File: src/rtl/rgb_pwm_out_if.sv
// Duty-update and LED-pin bundle between the fade logic and the RGB PWM output stage.
// The master drives the run enable and duty strobe; the slave returns the pins and period marker.
interface rgb_pwm_out_if #(
  parameter int DUTY_W = 11
);
  logic              en;
  logic              duty_valid;
  logic [DUTY_W-1:0] duty_r;
  logic [DUTY_W-1:0] duty_g;
  logic [DUTY_W-1:0] duty_b;
  logic              pwm_r;
  logic              pwm_g;
  logic              pwm_b;
  logic              period_start;

  modport master (
    output en, duty_valid, duty_r, duty_g, duty_b,
    input  pwm_r, pwm_g, pwm_b, period_start
  );

  modport slave (
    input  en, duty_valid, duty_r, duty_g, duty_b,
    output pwm_r, pwm_g, pwm_b, period_start
  );
endinterface

File: src/rtl/rgb_pwm_out.sv
// Three-channel PWM with double-buffered duty; the pins lag the counter by one cycle.
// A duty strobe is always accepted (there is no backpressure), and a new duty first takes effect at the next period boundary.
module rgb_pwm_out #(
  parameter int PWM_INTERVAL = 1200,
  parameter bit ACTIVE_LOW   = 1'b1,
  parameter int DUTY_W       = $clog2(PWM_INTERVAL)
) (
  input  logic         clk,
  input  logic         rst_n,
  rgb_pwm_out_if.slave bus
);

  localparam logic [DUTY_W-1:0] LAST    = DUTY_W'(PWM_INTERVAL - 1);
  localparam logic              OFF_LVL = ACTIVE_LOW;

  logic [DUTY_W-1:0] cnt;
  logic              cnt_last;
  logic [DUTY_W-1:0] duty_in    [3];
  logic [DUTY_W-1:0] shadow     [3];
  logic [DUTY_W-1:0] shadow_nxt [3];
  logic [DUTY_W-1:0] active     [3];
  logic [2:0]        on;
  logic [2:0]        pin;
  logic              period_start_q;

  assign cnt_last   = (cnt == LAST);
  assign duty_in[0] = bus.duty_r;
  assign duty_in[1] = bus.duty_g;
  assign duty_in[2] = bus.duty_b;

  // A strobe in the load cycle is forwarded straight into the active register.
  always_comb begin
    for (int i = 0; i < 3; i++) begin
      shadow_nxt[i] = bus.duty_valid ? duty_in[i] : shadow[i];
    end
  end

  // Any value at or above the last count means solid on, so there is no one-cycle gap.
  always_comb begin
    on = '0;
    for (int i = 0; i < 3; i++) begin
      on[i] = (active[i] >= LAST) ? 1'b1 : (cnt < active[i]);
    end
  end

  always_ff @(posedge clk or negedge rst_n) begin
    if (!rst_n) begin
      cnt <= '0;
    end else if (!bus.en || cnt_last) begin
      cnt <= '0;
    end else begin
      cnt <= cnt + 1'b1;
    end
  end

  // While the stage is disabled, active follows the shadow so that the first period after enable uses the current duty.
  always_ff @(posedge clk or negedge rst_n) begin
    if (!rst_n) begin
      for (int i = 0; i < 3; i++) begin
        shadow[i] <= '0;
        active[i] <= '0;
      end
    end else begin
      for (int i = 0; i < 3; i++) begin
        if (bus.duty_valid) begin
          shadow[i] <= duty_in[i];
        end
        if (!bus.en || cnt_last) begin
          active[i] <= shadow_nxt[i];
        end
      end
    end
  end

  always_ff @(posedge clk or negedge rst_n) begin
    if (!rst_n) begin
      pin            <= {3{OFF_LVL}};
      period_start_q <= 1'b0;
    end else begin
      for (int i = 0; i < 3; i++) begin
        pin[i] <= (bus.en & on[i]) ^ OFF_LVL;
      end
      period_start_q <= bus.en & (cnt == '0);
    end
  end

  assign bus.pwm_r        = pin[0];
  assign bus.pwm_g        = pin[1];
  assign bus.pwm_b        = pin[2];
  assign bus.period_start = period_start_q;

endmodule
File: src/flat_wrapper.sv
// flat-port wrapper written by rule: the top's interface ports become plain ports
module rgb_pwm_out_flat 
#(
  parameter int PWM_INTERVAL = 1200,
  parameter bit ACTIVE_LOW   = 1'b1,
  parameter int DUTY_W       = $clog2(PWM_INTERVAL)
)
  (clk, rst_n, bus_en, bus_duty_valid, bus_duty_r, bus_duty_g, bus_duty_b, bus_pwm_r, bus_pwm_g, bus_pwm_b, bus_period_start);
  rgb_pwm_out_if #(.DUTY_W(DUTY_W)) bus_i ();
  input  logic clk;
  input  logic rst_n;
  input wire logic [$bits(bus_i.en)-1:0] bus_en;
  input wire logic [$bits(bus_i.duty_valid)-1:0] bus_duty_valid;
  input wire logic [$bits(bus_i.duty_r)-1:0] bus_duty_r;
  input wire logic [$bits(bus_i.duty_g)-1:0] bus_duty_g;
  input wire logic [$bits(bus_i.duty_b)-1:0] bus_duty_b;
  output wire logic [$bits(bus_i.pwm_r)-1:0] bus_pwm_r;
  output wire logic [$bits(bus_i.pwm_g)-1:0] bus_pwm_g;
  output wire logic [$bits(bus_i.pwm_b)-1:0] bus_pwm_b;
  output wire logic [$bits(bus_i.period_start)-1:0] bus_period_start;
  assign bus_i.en = bus_en;
  assign bus_i.duty_valid = bus_duty_valid;
  assign bus_i.duty_r = bus_duty_r;
  assign bus_i.duty_g = bus_duty_g;
  assign bus_i.duty_b = bus_duty_b;
  assign bus_pwm_r = bus_i.pwm_r;
  assign bus_pwm_g = bus_i.pwm_g;
  assign bus_pwm_b = bus_i.pwm_b;
  assign bus_period_start = bus_i.period_start;
  rgb_pwm_out #(.PWM_INTERVAL(PWM_INTERVAL), .ACTIVE_LOW(ACTIVE_LOW), .DUTY_W(DUTY_W)) u_core (.clk(clk), .rst_n(rst_n), .bus(bus_i));
endmodule
File: config.mk
export PLATFORM = sky130hd
export DESIGN_NAME = rgb_pwm_out_flat
export DESIGN_NICKNAME = d
export VERILOG_FILES = /design/src/rtl/rgb_pwm_out_if.sv /design/src/rtl/rgb_pwm_out.sv /design/src/flat_wrapper.sv
export SDC_FILE = /design/constraint.sdc
export NUM_CORES = 1
export LEC_CHECK = 0
export ABC_AREA = 1
export BUFFER_PORTS_ARGS = -buffer_cell sky130_fd_sc_hd__buf_2
export CAP_MARGIN = 20
export CORE_MARGIN = 8
export CORE_UTILIZATION = 60
export DETAILED_ROUTE_END_ITERATION = 6
export PLACE_DENSITY_LB_ADDON = 0.05
export SLEW_MARGIN = 25
export SYNTH_ARGS = -nofsm -noshare
export SYNTH_HDL_FRONTEND = slang
export SYNTH_SLANG_ARGS = --single-unit
File: constraint.sdc
create_clock -name clk -period 3.6 [get_ports clk]
set_input_delay 0.72 -clock clk [delete_from_list [all_inputs] [get_ports clk]]
set_output_delay 0.72 -clock clk [all_outputs]
set_load 0.03 [all_outputs]
==> impl_metrics.ini, run 1 <==
[status]
run_status = finished clean

[logic_synthesis]
ys_warn_count = 0
synthFlopType = dfrtp_1
post_synth_num_cell_types = 28
post_synthesis_net_count = 579
synthDominantCellAreaShare = 0.4481
post_synth_inst_count = 510
post_synth_xor_area_fraction = 0.006033
synth_area_leader_cell = dfrtp_1
netlist_top_cells_area = dfrtp_1, nand2_1, ha_1, mux2_2, inv_1
mappedNetlistArea_mm2 = 0.004355
synth-async-reset-ratio = 1.000
yosys-mux-area-fraction = 0.08532
ys_seq_elements = 81
synth_enable_flop_cells = 0
dominant_combinational_cell_family_by_area_after_synthesis = simple AND/OR/NAND/NOR gates
synth-adder-area-share = 0.09193
ys_top_cells_by_count = nand2_1, dfrtp_1, inv_1
synthSimpleGateAreaFrac = 0.2468
yosys.cell_count.top_type = nand2_1
post_synth.cell_area_avg_um2 = 8.540
synth_compound_area_frac = 0.02126
seq_area_frac_synth = 0.4662

[worst_setup_path]
worst_ep_required_time_ns = 2.88
critical_path.cell_chain = buf_2
critPathLaunchType = flip-flop
cp_data_arrival_time_ns = 1.06
regToRegSetupSlack_ns = 1.84
crit_type = flip-flop to output pin
r2r_cells = 7
path_max_fanout = 1
critPathCaptureType = output pin
crit-reg2reg-launch = u_core.cnt[1]
crit_family = flip-flops
critical_path_buf_inv_count = 1
critPathSlowestCell = dfstp_2
critical_path.max_stage_delay_ns = 0.52
reg2reg_to = u_core.active[2]

[floorplanning]
die_area_mm2 = 0.01024
design.core.area_mm2 = 0.007137
initial_utilization = 0.6103
floorplan.die.height_um = 101.2
row_count = 31
die_w_um = 101.2
num_io_pins = 41

[power_and_ir_drop]
power_switching_share = 0.2635
clock_power_share = 0.356
power_switching_uw = 556.4
irDropWorstVdd_mv = 0.2773
power_frac_comb = 0.146
cellLeakagePower_nw = 2.623
cellPowerDensity_mw_per_mm2 = 436.4
internal-power_mw = 1.555
pwr-share-seq = 0.498

[timing]
period_needed_ns = 1.776
final.setup.tns_ns = 0
finalMaxSlewViolations = 0
timing.fmax_mhz = 563.2
maxSlewHeadroom = 0.4708
hold_violations = 0
grt_setup_unrepaired = no
worst_pin_slew_ns = 0.7937
fin_worst_skew_ns = 0.01036
count_of_endpoints_failing_setup_in_the_final_report = 0
post-route-period-util = 0.4932

[cells_and_area]
nNetsFinal = 617
antenna_cells = 0
layout-drive-gt1-share = 0.1808
final-instance-count-excl-fill = 652
syn_to_final_growth_pct = 11.09

[grt]
grt_pass1_wl_mm = 15.28
grt_util_all_layers = 0.1885
grt_max_degree = 82
antenna_found_initial = 0
grt_remaining_overflow = 0
first_global_vias = 3460

[clocking]
clkLatencyLatePin_ns = 0.35
cts_resized = 0
root_buffer = clkbuf_8
ctsHoldBuffers = 0
cts_tree = done
post_cts_buffers = 0
h-tree-depth = 3
clockBufferDepth = 2
cts.reportedPaths.clkPinSlew_ns = 0.09
cts_made_buffers = 9
clkSinkCount = 81

[place]
place.detailed.instances = 636
hpwl_mm = 5.936
gp_congestion = 0.8279
placement.io_buffers = 40

[detailed_routing]
final_routed_drc_violation_total = 0
route.final.wire_length_mm = 8.806
detail_route.wl_per_cell_um = 13.51
vias = 3302
vias_per_cell = 5.064
remaining_antenna_violation_count = 0
drt_pass1_iterations = 5
detail_route.iter0.violations = 94

[flow_run]
max-cap-violations = 0

[min_path]
hold_path_class = input pin to async pin
-- layout make-up --
cell class                 instances  area [µm²]
inverter                          71       266.5
timing repair buffer              42       221.5
sequential                        81        2031
clock inverter                     4       75.07
fill                             610        2298
clock buffer                      12       155.1
multi-input combinational        343        1966
tap                               99       123.9
-- registers in the layout, summed over array words and instances (netlist names) --
| register | cells |
|---|---|
| u_core.active | 33 |
| u_core.bus.period_start | 1 |
| u_core.cnt | 11 |
| u_core.pin | 3 |
| u_core.shadow | 33 |
-- kinds of logic (layout without fill, tap and decap cells) --
kind of cell	count (synthesis)	count (layout)
buf+inv	86	129
mux	33	33
fa+ha+maj	32	32
compound gates	17	17
xor+xnor	3	3
flops	81	81
simple gates	258	258
-- per-layer routing --
metal	part of all wire	wire, µm	global-route usage
met1	0.45	3995	0.2239
met2	0.49	4329	0.3289
met3	0.040	350	0.03436
met4	0.015	129	0.07446
met5	0	0	0
-- how the worst max path moves through the flow --
stage,startpoint,to,slack [ns],cells past startpoint
3_5_place_dp,bus_duty_valid,u_core.active[23],1.54,4
6_report,u_core.pin[0],bus_pwm_r,1.82,1
2_1_floorplan,bus_duty_valid,u_core.active[1],1.97,5
5_1_grt,u_core.cnt[1],u_core.active[10],1.66,7
3_3_place_gp,bus_duty_valid,u_core.active[16],1.61,4
4_1_cts,u_core.cnt[1],u_core.active[16],1.80,7
-- cell usage in the layout, fill, tap and decap left out, types with 3 or more instances in the layout --
| cell | synthesis | routed |
|---|---|---|
| inv_1 | 69 | 69 |
| a21o_1 | 3 | 3 |
| nor2_1 | 38 | 38 |
| dfrtp_1 | 78 | 78 |
| buf_2 | 8 | 39 |
| ha_1 | 32 | 32 |
| nand2_1 | 160 | 160 |
| a21oi_1 | 9 | 9 |
| o21ai_0 | 4 | 4 |
| dfstp_2 | 3 | 3 |
| nand3_1 | 47 | 47 |
| nand4_1 | 4 | 4 |
| clkbuf_8 | 0 | 11 |
| mux2_2 | 33 | 33 |
-- through the flow --
step                      hold slack [ns]  area (µm²)  setup slack [ns]  power [mW]    util
after floorplan                    0.4244        4355             1.974       1.284       -
after global placement             0.4810        4604             1.615       1.363  0.6452
after detailed placement           0.4855        4604             1.537       1.380  0.6452
after CTS                          0.5036        4835             1.805       2.132  0.6774
after global routing               0.4610        4838             1.656       2.228  0.6779
final                              0.3985        4838             1.824       2.112  0.6779
-- power groups by stage --
stage	Combinational, mW	Sequential [mW]	Clock [mW]
after floorplan	0.226	1.06	0
after global placement	0.297	1.07	0
after detailed placement	0.312	1.07	0
after CTS	0.313	1.05	0.768
after global routing	0.360	1.06	0.806
final	0.308	1.05	0.753
Power figures use the tool's default switching activity.
==> inputs of run 2 (changes only) <==
CORE_UTILIZATION = 59   (was 60)
clock period = 1.7 ns   (was 3.6 ns; I/O delays follow)
==> run 2 against run 1 <==
Compared with the run above: first-iteration DRC count shrank 36%; largest cell class unchanged; die area grew 1.4%; clock power grew 87%; flip-flop and latch count is the same.
==> impl_metrics.ini, run 2 (synthesized netlist as in run 1, its figures left out) <==
[cells_and_area]
nNetsFinal = 628
register_area_mm2 = 0.002031
finish.instance_area_mm2 = 0.004925
reg_top3 = u_core.active: 33 flops, u_core.shadow: 33 flops, u_core.cnt: 11 flops
antenna_cells = 0
fillerInstances = 639
final_cell_mix = nand2_1, dfrtp_1, inv_1
multi_input_comb_area_mm2 = 0.001966
syn_to_final_growth_pct = 13.07
layout-drive-gt1-share = 0.1933
most_common_library_cell_in_the_layout_ignoring_fill_and_taps = nand2_1

[floorplanning]
die_w_um = 101.9
design.core.area_mm2 = 0.007214
num_io_pins = 41
initial_utilization = 0.6037
die_area_mm2 = 0.01039
row_count = 31
floorplan.die.height_um = 101.9

[timing]
grt_setup_unrepaired = no
fin_worst_skew_ns = 0.009676
count_of_endpoints_failing_setup_in_the_final_report = 0
finalMaxSlewViolations = 0
period_needed_ns = 1.565
hold_violations = 0
post-route-period-util = 0.9205
timing.fmax_mhz = 639.0
maxSlewHeadroom = 0.7112
worst_pin_slew_ns = 0.4332
final.setup.tns_ns = 0

[clocking]
clockBufferDepth = 2
cts_made_buffers = 9
clkSinkCount = 81
root_buffer = clkbuf_8
h-tree-depth = 3
cts.reportedPaths.clkPinSlew_ns = 0.08
clkLatencyLatePin_ns = 0.35
cts_tree = done

[status]
run_status = finished clean

[detailed_routing]
remaining_antenna_violation_count = 0
vias_per_cell = 5.063
route.final.wire_length_mm = 9.323
drt_pass1_iterations = 4
detail_route.iter0.violations = 60
vias = 3357
detail_route.wl_per_cell_um = 14.06
final_routed_drc_violation_total = 0

[worst_setup_path]
worst_ep_required_time_ns = 1.98
crit-reg2reg-launch = u_core.cnt[0]
regToRegSetupSlack_ns = 0.14
reg2reg_to = u_core.active[12]
r2r_cells = 8
critPathLaunchType = flip-flop
critPathCaptureType = flip-flop
path_max_fanout = 31
crit_type = flip-flop to flip-flop
cp_data_arrival_time_ns = 1.85

[power_and_ir_drop]
clock_power_share = 0.325
cellLeakagePower_nw = 2.668
power_frac_comb = 0.162
irDropWorstVdd_mv = 0.5849
power_switching_share = 0.2775
internal-power_mw = 3.131
power_switching_mw = 1.203
pwr-share-seq = 0.513
cellPowerDensity_mw_per_mm2 = 880.0

[min_path]
hold_path_class = input pin to flip-flop
whs_path_depth = 2
min_from = bus_duty_r[10]
worstHoldEndpoint = u_core.shadow[32]

[place]
gp_congestion = 0.8728
hpwl_mm = 6.670
placement.io_buffers = 40
detailed_place.area_mm2 = 0.004717

[grt]
grt_max_degree = 34
antenna_found_initial = 0
first_global_vias = 3606
grt_remaining_overflow = 0
grt_util_all_layers = 0.2009
grt_pass1_wl_mm = 16.27

[flow_run]
max-cap-violations = 0
[run 2: cell type report]
cell class / instances / share of cell area
Clock inverter: 4 / 0.01067
Tap cell: 99 / 0.02515
Clock buffer: 12 / 0.02947
Inverter: 71 / 0.05412
Sequential cell: 81 / 0.4123
Timing Repair Buffer: 53 / 0.06911
Multi-Input combinational cell: 343 / 0.3991
[run 2: metrics by stage]
| stage | worst slack, ns | hold WS [ns] | cells | total power [mW] | utilization |
|---|---|---|---|---|---|
| after floorplan | 0.2996 | 0.04441 | 510 | 2.719 | - |
| after global placement | 0.2302 | 0.2961 | 646 | 2.921 | 0.6538 |
| after detailed placement | 0.1950 | 0.3017 | 646 | 2.960 | 0.6538 |
| after CTS | 0.1345 | 0.2158 | 663 | 4.384 | 0.6826 |
| after global routing | 0.01249 | 0.2253 | 663 | 4.591 | 0.6826 |
| final | 0.1351 | 0.2367 | 663 | 4.334 | 0.6826 |
[run 2: worst max-delay path by stage]
stage / start / end / slack (ns) / cells past startpoint
after floorplan: u_core.cnt[1] / u_core.cnt[10] / 0.30 / 7
after global placement: u_core.cnt[0] / u_core.active[0] / 0.23 / 8
after detailed placement: u_core.cnt[0] / u_core.active[32] / 0.20 / 8
after CTS: u_core.cnt[0] / u_core.active[12] / 0.13 / 8
after global routing: u_core.cnt[0] / u_core.cnt[10] / 0.01 / 7
final: u_core.cnt[0] / u_core.active[12] / 0.14 / 8
[run 2: worst max-delay path: stages (launching register included)]
cell and delay (ns):
dfrtp_1 0.43, ha_1 0.26, nand2_1 0.08, nor2_1 0.13, nand3_2 0.15, nand2_4 0.11
buf_12 0.18, nand2_1 0.07, nand2_1 0.08
[run 2: what timing repair did]
item / 4_1_cts / 5_1_grt
buffers inserted: 0 / 0
endpoints found under the setup margin: 0 / 0
hold buffers: 1 / 0
hold endpoints to repair: 27 / 0
resized for setup: 0 / 0
[run 2: power groups by stage]
stage	Sequential, mW	Clock, mW	Combinational, mW
after floorplan	2.24	0	0.478
after global placement	2.25	0	0.669
after detailed placement	2.26	0	0.701
after CTS	2.22	1.45	0.712
after global routing	2.25	1.52	0.819
final	2.22	1.41	0.701
[run 2: routing by layer]
| layer | wire length (µm) | vias to the layer above | GRT usage |
|---|---|---|---|
| li1 | - | 1698 | - |
| met1 | 4077 | 1578 | 0.2365 |
| met2 | 4673 | 56 | 0.3511 |
| met3 | 312 | 25 | 0.03338 |
| met4 | 260 | 0 | 0.09142 |
| met5 | 0 | - | 0 |
